## src/rtl/tstate_seq_if.sv

```systemverilog
`default_nettype none
// ============================================================================
//  Module   : tstate_seq_if
//  Brief    : Decoder/bus-side signal bundle of the T-state sequencer.
//             The slave modport is the sequencer. The master modport is the
//             decoder and bus-interface side that drives it.
//  Revision : 1.0 - initial release
// ============================================================================
interface tstate_seq_if #(
    parameter int WCW = 4
);
    // decoder / bus inputs to the sequencer
    logic           ready;
    logic           bus_idle;
    logic           hold;
    logic           halt_req;
    logic           wake;
    logic [2:0]     cyc_len;
    logic           last_mc;
    // sequencer outputs
    logic [3:0]     tstate;
    logic           ale;
    logic           mc_done;
    logic           hlda;
    logic           in_wait;
    logic           halted;
    logic           wait_timeout;
    logic [WCW-1:0] wait_cnt;
    logic [2:0]     mc_index;

    modport slave (
        input  ready, bus_idle, hold, halt_req, wake, cyc_len, last_mc,
        output tstate, ale, mc_done, hlda, in_wait, halted, wait_timeout,
               wait_cnt, mc_index
    );

    modport master (
        output ready, bus_idle, hold, halt_req, wake, cyc_len, last_mc,
        input  tstate, ale, mc_done, hlda, in_wait, halted, wait_timeout,
               wait_cnt, mc_index
    );
endinterface
`default_nettype wire

```

## src/rtl/tstate_seq.sv

```systemverilog
`default_nettype none
// ============================================================================
//  Module   : tstate_seq
//  Brief    : 8085-style machine-cycle T-state sequencer. It supports
//             machine cycles of 3 to 6 T-states, counted auto-wait, a wait
//             timeout, a selectable HOLD acceptance mode, a return to HALT
//             after HOLD, and a machine-cycle index.
//  Revision : 1.0 - initial release
// ============================================================================
module tstate_seq #(
    parameter int AUTO_WAIT   = 0,
    parameter int WAIT_MAX    = 0,
    parameter int WCW         = 4,
    parameter int HOLD_ANY_MC = 0
) (
    input  wire           clock,
    input  wire           reset,
    tstate_seq_if.slave   bus
);

    // State codes double as the externally visible tstate value
    localparam logic [3:0] S_RESET = 4'd0;
    localparam logic [3:0] S_T1    = 4'd1;
    localparam logic [3:0] S_T2    = 4'd2;
    localparam logic [3:0] S_T3    = 4'd3;
    localparam logic [3:0] S_T4    = 4'd4;
    localparam logic [3:0] S_T5    = 4'd5;
    localparam logic [3:0] S_T6    = 4'd6;
    localparam logic [3:0] S_HOLD  = 4'd7;
    localparam logic [3:0] S_HALT  = 4'd9;
    localparam logic [3:0] S_TW    = 4'd10;

    localparam logic [WCW-1:0] c_auto_wait = AUTO_WAIT[WCW-1:0];
    localparam logic [WCW-1:0] c_wait_max  = WAIT_MAX[WCW-1:0];
    localparam logic [WCW-1:0] c_cnt_ones  = '1;
    localparam bit             c_hold_any  = (HOLD_ANY_MC != 0);
    localparam bit             c_has_tmo   = (WAIT_MAX != 0);

    logic [3:0]     r_state;
    logic [2:0]     r_len;
    logic [WCW-1:0] r_wait_cnt;
    logic [2:0]     r_mc_index;
    logic           r_halt_pend;

    logic [2:0]     w_len_in;
    logic           w_wait_need;
    logic           w_timeout;
    logic           w_final;
    logic           w_hold_ok;
    logic [WCW-1:0] w_cnt_inc;

    // Map the decoder's cycle length onto the supported range of 3..6
    always_comb begin
        w_len_in = bus.cyc_len;
        if (bus.cyc_len < 3'd3)
            w_len_in = 3'd3;
        else if (bus.cyc_len == 3'd7)
            w_len_in = 3'd6;
    end

    // A wait is needed while the bus is not ready or auto-wait states remain.
    // The wait counter saturates instead of wrapping.
    assign w_wait_need = !bus.ready || (r_wait_cnt < c_auto_wait);
    assign w_cnt_inc   = (r_wait_cnt == c_cnt_ones) ? r_wait_cnt : r_wait_cnt + 1'b1;
    assign w_timeout   = c_has_tmo && (r_state == S_TW) && (r_wait_cnt == c_wait_max);
    assign w_hold_ok   = bus.hold && (c_hold_any || bus.last_mc);

    // The current T-state is the last one when it matches the captured length
    assign w_final = ((r_state == S_T3) && (r_len == 3'd3)) ||
                     ((r_state == S_T4) && (r_len == 3'd4)) ||
                     ((r_state == S_T5) && (r_len == 3'd5)) ||
                      (r_state == S_T6);

    // Sequencer state, cycle length, wait counter, machine-cycle index and halt-return flag
    always_ff @(posedge clock) begin
        if (reset) begin
            r_state     <= S_RESET;
            r_len       <= 3'd4;
            r_wait_cnt  <= '0;
            r_mc_index  <= 3'd0;
            r_halt_pend <= 1'b0;
        end else begin
            case (r_state)
                S_RESET: r_state <= S_T1;
                S_T1: begin
                    r_wait_cnt <= '0;
                    if (bus.halt_req) begin
                        r_state    <= S_HALT;
                        r_mc_index <= 3'd0;
                    end else begin
                        r_state <= S_T2;
                        r_len   <= w_len_in;
                    end
                end
                S_T2: begin
                    if (!bus.bus_idle && w_wait_need) begin
                        r_state    <= S_TW;
                        r_wait_cnt <= w_cnt_inc;
                    end else begin
                        r_state <= S_T3;
                    end
                end
                S_TW: begin
                    if (w_timeout) begin
                        r_state <= S_T3;
                    end else if (w_wait_need) begin
                        r_wait_cnt <= w_cnt_inc;
                    end else begin
                        r_state <= S_T3;
                    end
                end
                S_T3, S_T4, S_T5, S_T6: begin
                    if (w_final) begin
                        if (bus.last_mc)
                            r_mc_index <= 3'd0;
                        else if (r_mc_index != 3'd7)
                            r_mc_index <= r_mc_index + 3'd1;
                        r_state <= w_hold_ok ? S_HOLD : S_T1;
                    end else begin
                        r_state <= r_state + 4'd1;
                    end
                end
                S_HOLD: begin
                    if (!bus.hold) begin
                        r_state     <= r_halt_pend ? S_HALT : S_T1;
                        r_halt_pend <= 1'b0;
                    end
                end
                S_HALT: begin
                    if (bus.hold) begin
                        r_state     <= S_HOLD;
                        r_halt_pend <= 1'b1;
                    end else if (bus.wake) begin
                        r_state <= S_T1;
                    end
                end
                default: r_state <= S_RESET;
            endcase
        end
    end

    assign bus.tstate       = r_state;
    assign bus.ale          = (r_state == S_T1);
    assign bus.mc_done      = w_final;
    assign bus.hlda         = (r_state == S_HOLD);
    assign bus.in_wait      = (r_state == S_TW);
    assign bus.halted       = (r_state == S_HALT);
    assign bus.wait_timeout = w_timeout;
    assign bus.wait_cnt     = r_wait_cnt;
    assign bus.mc_index     = r_mc_index;

endmodule
`default_nettype wire

```

## src/flat_wrapper.sv

```systemverilog
// flat-port wrapper written by rule: the top's interface ports become plain ports
module tstate_seq_flat 
#(
    parameter int AUTO_WAIT   = 0,
    parameter int WAIT_MAX    = 0,
    parameter int WCW         = 4,
    parameter int HOLD_ANY_MC = 0
)
  (clock, reset, bus_ready, bus_bus_idle, bus_hold, bus_halt_req, bus_wake, bus_cyc_len, bus_last_mc, bus_tstate, bus_ale, bus_mc_done, bus_hlda, bus_in_wait, bus_halted, bus_wait_timeout, bus_wait_cnt, bus_mc_index);
  tstate_seq_if #(.WCW(WCW)) bus_i ();
  input  wire clock;
  input  wire reset;
  input wire logic [$bits(bus_i.ready)-1:0] bus_ready;
  input wire logic [$bits(bus_i.bus_idle)-1:0] bus_bus_idle;
  input wire logic [$bits(bus_i.hold)-1:0] bus_hold;
  input wire logic [$bits(bus_i.halt_req)-1:0] bus_halt_req;
  input wire logic [$bits(bus_i.wake)-1:0] bus_wake;
  input wire logic [$bits(bus_i.cyc_len)-1:0] bus_cyc_len;
  input wire logic [$bits(bus_i.last_mc)-1:0] bus_last_mc;
  output wire logic [$bits(bus_i.tstate)-1:0] bus_tstate;
  output wire logic [$bits(bus_i.ale)-1:0] bus_ale;
  output wire logic [$bits(bus_i.mc_done)-1:0] bus_mc_done;
  output wire logic [$bits(bus_i.hlda)-1:0] bus_hlda;
  output wire logic [$bits(bus_i.in_wait)-1:0] bus_in_wait;
  output wire logic [$bits(bus_i.halted)-1:0] bus_halted;
  output wire logic [$bits(bus_i.wait_timeout)-1:0] bus_wait_timeout;
  output wire logic [$bits(bus_i.wait_cnt)-1:0] bus_wait_cnt;
  output wire logic [$bits(bus_i.mc_index)-1:0] bus_mc_index;
  assign bus_i.ready = bus_ready;
  assign bus_i.bus_idle = bus_bus_idle;
  assign bus_i.hold = bus_hold;
  assign bus_i.halt_req = bus_halt_req;
  assign bus_i.wake = bus_wake;
  assign bus_i.cyc_len = bus_cyc_len;
  assign bus_i.last_mc = bus_last_mc;
  assign bus_tstate = bus_i.tstate;
  assign bus_ale = bus_i.ale;
  assign bus_mc_done = bus_i.mc_done;
  assign bus_hlda = bus_i.hlda;
  assign bus_in_wait = bus_i.in_wait;
  assign bus_halted = bus_i.halted;
  assign bus_wait_timeout = bus_i.wait_timeout;
  assign bus_wait_cnt = bus_i.wait_cnt;
  assign bus_mc_index = bus_i.mc_index;
  tstate_seq #(.AUTO_WAIT(AUTO_WAIT), .WAIT_MAX(WAIT_MAX), .WCW(WCW), .HOLD_ANY_MC(HOLD_ANY_MC)) u_core (.clock(clock), .reset(reset), .bus(bus_i));
endmodule
```

## config.mk

```make
export PLATFORM = sky130hd
export DESIGN_NAME = tstate_seq_flat
export DESIGN_NICKNAME = d
export VERILOG_FILES = /design/src/rtl/tstate_seq_if.sv /design/src/rtl/tstate_seq.sv /design/src/flat_wrapper.sv
export SDC_FILE = /design/constraint.sdc
export NUM_CORES = 1
export LEC_CHECK = 0
export ABC_CLOCK_PERIOD_IN_PS = 1600
export CAP_MARGIN = 20
export CORE_MARGIN = 2
export CORE_UTILIZATION = 35
export DETAILED_ROUTE_END_ITERATION = 7
export GPL_TIMING_DRIVEN = 1
export PLACE_DENSITY = 0.73
export SLEW_MARGIN = 30
export SYNTH_ARGS = -nofsm -noshare
export SYNTH_HDL_FRONTEND = slang
export SYNTH_SLANG_ARGS = --single-unit
```

## constraint.sdc

```tcl
create_clock -name clock -period 1.6 [get_ports clock]
set_input_delay 0.24 -clock clock [delete_from_list [all_inputs] [get_ports clock]]
set_output_delay 0.24 -clock clock [all_outputs]
set_load 0.02 [all_outputs]
```

==> run_results.csv <==
group,metric,value,unit
detailed_routing,finalWirelength,4275,um
clock_network,cts_tree,"built",
timing,fin_skew,0.003457,ns
clock_network,numCtsBuffers,3,
power,clockPowerShare,10.0,%
floorplanning,die-width,61.10,um
timing,rsz0062_at_grt,"true",
place,placed_area,1753,sq um
run_status,run_status,"complete, but fails checks",
detailed_routing,firstDrtPassIters,4,
logic_synthesis,netlist.top_cell.by_area,"dfxtp_1",
setup_path,worst_path_most_repeated_cell,"inv_4",
logic_synthesis,synth_enable_flop_cells,0,
floorplanning,dieArea,3733,sq um
place,io_buffer_count,26,
clock_network,h_tree_depth,1,
cells_and_area,num-nets-final,229,
detailed_routing,drt_first_iter_violations,66,
detailed_routing,drc_errors,0,
grt,gr-max-usage-layer,"met2",
setup_path,path_max_fanout,4,
floorplanning,std_cell_rows,20,
cells_and_area,n_fill_cell,218,
timing,final_number_of_setup_violating_endpoints,18,
floorplanning,initial_core_utilization,37.07,%
logic_synthesis,post_synth_inst_count,140,
cells_and_area,n_antenna_cell,0,
logic_synthesis,ys_types,50,
logic_synthesis,async_flop_share,0,%
grt,grt_first_pass_wirelength,6423,um
grt,use_met3,2.731,%
timing,hold_violations,0,
job,cap_violations,0,
setup_path,worst_setup_path_start_kind,"flip-flop",
clock_network,cts_root_buffer,"clkbuf_4",
logic_synthesis,yosysWarningCount,0,
power,share_of_total_power_consumed_by_net_switching,41.41,%
clock_network,worstSkewPairLatency,0.30,ns
detailed_routing,vias_post_dr,1396,
setup_path,end_kind,"primary output",
power,p_comb_share,68.5,%
floorplanning,die_height,61.10,um
power,total_switching_power,977.3,uW
cells_and_area,multi_input_comb_area,1039,sq um
floorplanning,core_area,3078,sq um
clock_network,worst_setup_hold_path_clk_slew,0.10,ns
clock_network,tritoncts_num_sinks,15,
setup_path,path_class,"flip-flop to primary output",
hold_path,min_path_type,"flip-flop to flip-flop",
detailed_routing,antenna_violating_nets_post_route,0,
logic_synthesis,synth_flop_cell,"dfxtp_1",
setup_path,cp.arrival,1.63,ns
setup_path,worst_path_max_delay_cell,"dfxtp_4",
setup_path,critical-path-max-stage-delay,0.40,ns
grt,grt.total_usage,23.37,%
grt,grt_max_degree,12,
grt,use_met1,28.03,%
place,place.gp.congestion,0.9969,
timing,post-route-worst-setup-slack,-0.2654,ns
cells_and_area,drive_above_1_share,48.57,%
logic_synthesis,post_synth_instance_area,1141,sq um
logic_synthesis,ys_seq_elements,15,
logic_synthesis,synth_top_area_share,26.32,%
power,worst_vdd_drop,0.6988,mV
place,place.detailed.hpwl,2721,um
clock_network,clockBufferDepth,2,
grt,globalRouteOverflowTotal,0,
timing,drv_slew,0,
timing,max_clock_freq,0.5361,GHz
timing,final_min_period_over_clock_period,116.6,%
clock_network,cts-hold-fix-buffers,0,
logic_synthesis,syn-mean-instance-area,8.151,sq um
power,leakagePower,0.9692,nW
logic_synthesis,ys_seq_area_share,26.32,%
detailed_routing,wire_per_inst,16.83,um
detailed_routing,detail_route.vias_per_cell,5.496,
power,internal_power,1.383,mW
cells_and_area,areaGrowthSynthToFinish,90.46,%
logic_synthesis,most_area_consuming_cells_after_synthesis,"dfxtp_1 26%, ha_1 7.7%, a21oi_1 4.4%",
timing,hold_ws,0.5196,ns
run_status,violations_in_the_final_reports,"negative setup slack",
cells_and_area,final-seq-area,315.3,sq um
grt,global_route.usage.met2,42.10,%
grt,first_global_vias,1377,
power,power_density,1086,nW/um^2
setup_path,worstPathCellList,"inv_4 -> ha_4 -> and4b_1 -> o21a_1 -> nor2_4 -> inv_4 -> buf_6",
cells_and_area,fin_area,2173,sq um
logic_synthesis,synth.net_count,158,
setup_path,worst-endpoint-required,1.36,ns
timing,min_period,1.865,ns
floorplanning,ios,28,
grt,antenna_violations_before_repair,0,
power,power_frac_seq,21.5,%
[sequential cells by signal (all words and copies together), names as in the netlist]
register             cells
u_core.bus.wait_cnt      4
u_core.r_halt_pend       1
u_core.r_len             3
u_core.bus.tstate        4
u_core.bus.mc_index      3
[layer usage]
layer	wire, um	up-vias
met2	2155	51
met5	0	-
met3	181	16
met1	1828	667
met4	110	0
li1	-	662
[cell usage after synthesis, drive strengths merged (4+ instances only)]
master / count
nand2: 4
o21ai: 7
dfxtp: 15
nor2: 15
nor2b: 4
a21oi: 10
nor3: 4
inv: 7
o211ai: 5
nand3: 8
buf: 5
ha: 7
[cells by family (layout without fill, tap and decap cells)]
kind of cell | count (synthesis) | in the layout | share of synthesized area, %
compound gates | 39 | 39 | 22.59
xor+xnor | 1 | 1 | 0.7677
fa+ha+maj | 7 | 7 | 7.675
buf+inv | 14 | 84 | 6.141
flops | 15 | 15 | 26.32
mux | 3 | 3 | 2.632
other cells | 1 | 1 | 0.3286
simple gates | 60 | 60 | 33.55
[placed cells by master, fill, tap and decap left out, drive strengths merged, types with 4 or more instances in the layout]
cell type and instances:
a21oi 10, buf 51, clkbuf 4, clkdlybuf4s50 12
dfxtp 15, dlygate4sd2 4, dlymetal6s2s 5, ha 7
inv 7, nand2 4, nand3 8, nor2 15
nor2b 4, nor3 4, o211ai 5, o21ai 7
[path summary, 6_finish.rpt]
kind / from / slack, ns / endpoint / cells past startpoint
max: u_core.bus.tstate[1] / -0.27 / bus_mc_done / 7
min: u_core.bus.mc_index[1] / 0.52 / u_core.bus.mc_index[1] / 2
max reg2reg: u_core.bus.tstate[0] / -0.23 / u_core.bus.tstate[3] / 10
min reg2reg: u_core.bus.mc_index[1] / 0.52 / u_core.bus.mc_index[1] / 2
[critical path, delay by kind of cell, from the launching register on]
| family | cells | cell delay [ns] |
|---|---|---|
| fa+ha+maj | 1 | 0.16 |
| flops | 1 | 0.40 |
| compound gates | 1 | 0.22 |
| simple gates | 2 | 0.32 |
| buf+inv | 3 | 0.21 |
[repair_timing]
item,in CTS,in global routing
endpoints found under the setup margin,23,24
endpoints found under the hold margin,0,0
pin swaps,33,12
cloned,0,1
resized for setup,75,29
buffers inserted,7,4
[stage by stage]
stage / worst slack [ns] / cells / util (%) / TNS, ns / power [mW]
2_1_floorplan: -0.1210 / 140 / - / -0.5616 / 1.131
3_3_place_gp: -0.3415 / 240 / 56.95 / -3.629 / 1.563
3_5_place_dp: -0.3620 / 240 / 56.95 / -4.279 / 1.582
4_1_cts: -0.2419 / 249 / 64.84 / -2.236 / 2.109
5_1_grt: -0.3111 / 254 / 70.61 / -3.959 / 2.489
6_report: -0.2654 / 254 / 70.61 / -2.895 / 2.360
[power groups by stage]
stage | combinational (mW) | sequential [mW] | clock (mW)
after detailed placement | 1.09 | 0.488 | 0
final | 1.62 | 0.507 | 0.236
after global routing | 1.72 | 0.516 | 0.257
after CTS | 1.37 | 0.493 | 0.242
after global placement | 1.08 | 0.483 | 0
after floorplan | 0.618 | 0.513 | 0
[final cells by class]
class	instances	area share, %
clock inverters	1	0.2303
inverters	7	1.670
clock buffers	3	1.036
repair buffers	73	32.24
flip-flops and latches	15	14.51
multi-input cells	111	47.78
well taps	44	2.533
Power figures use the tool's default switching activity.
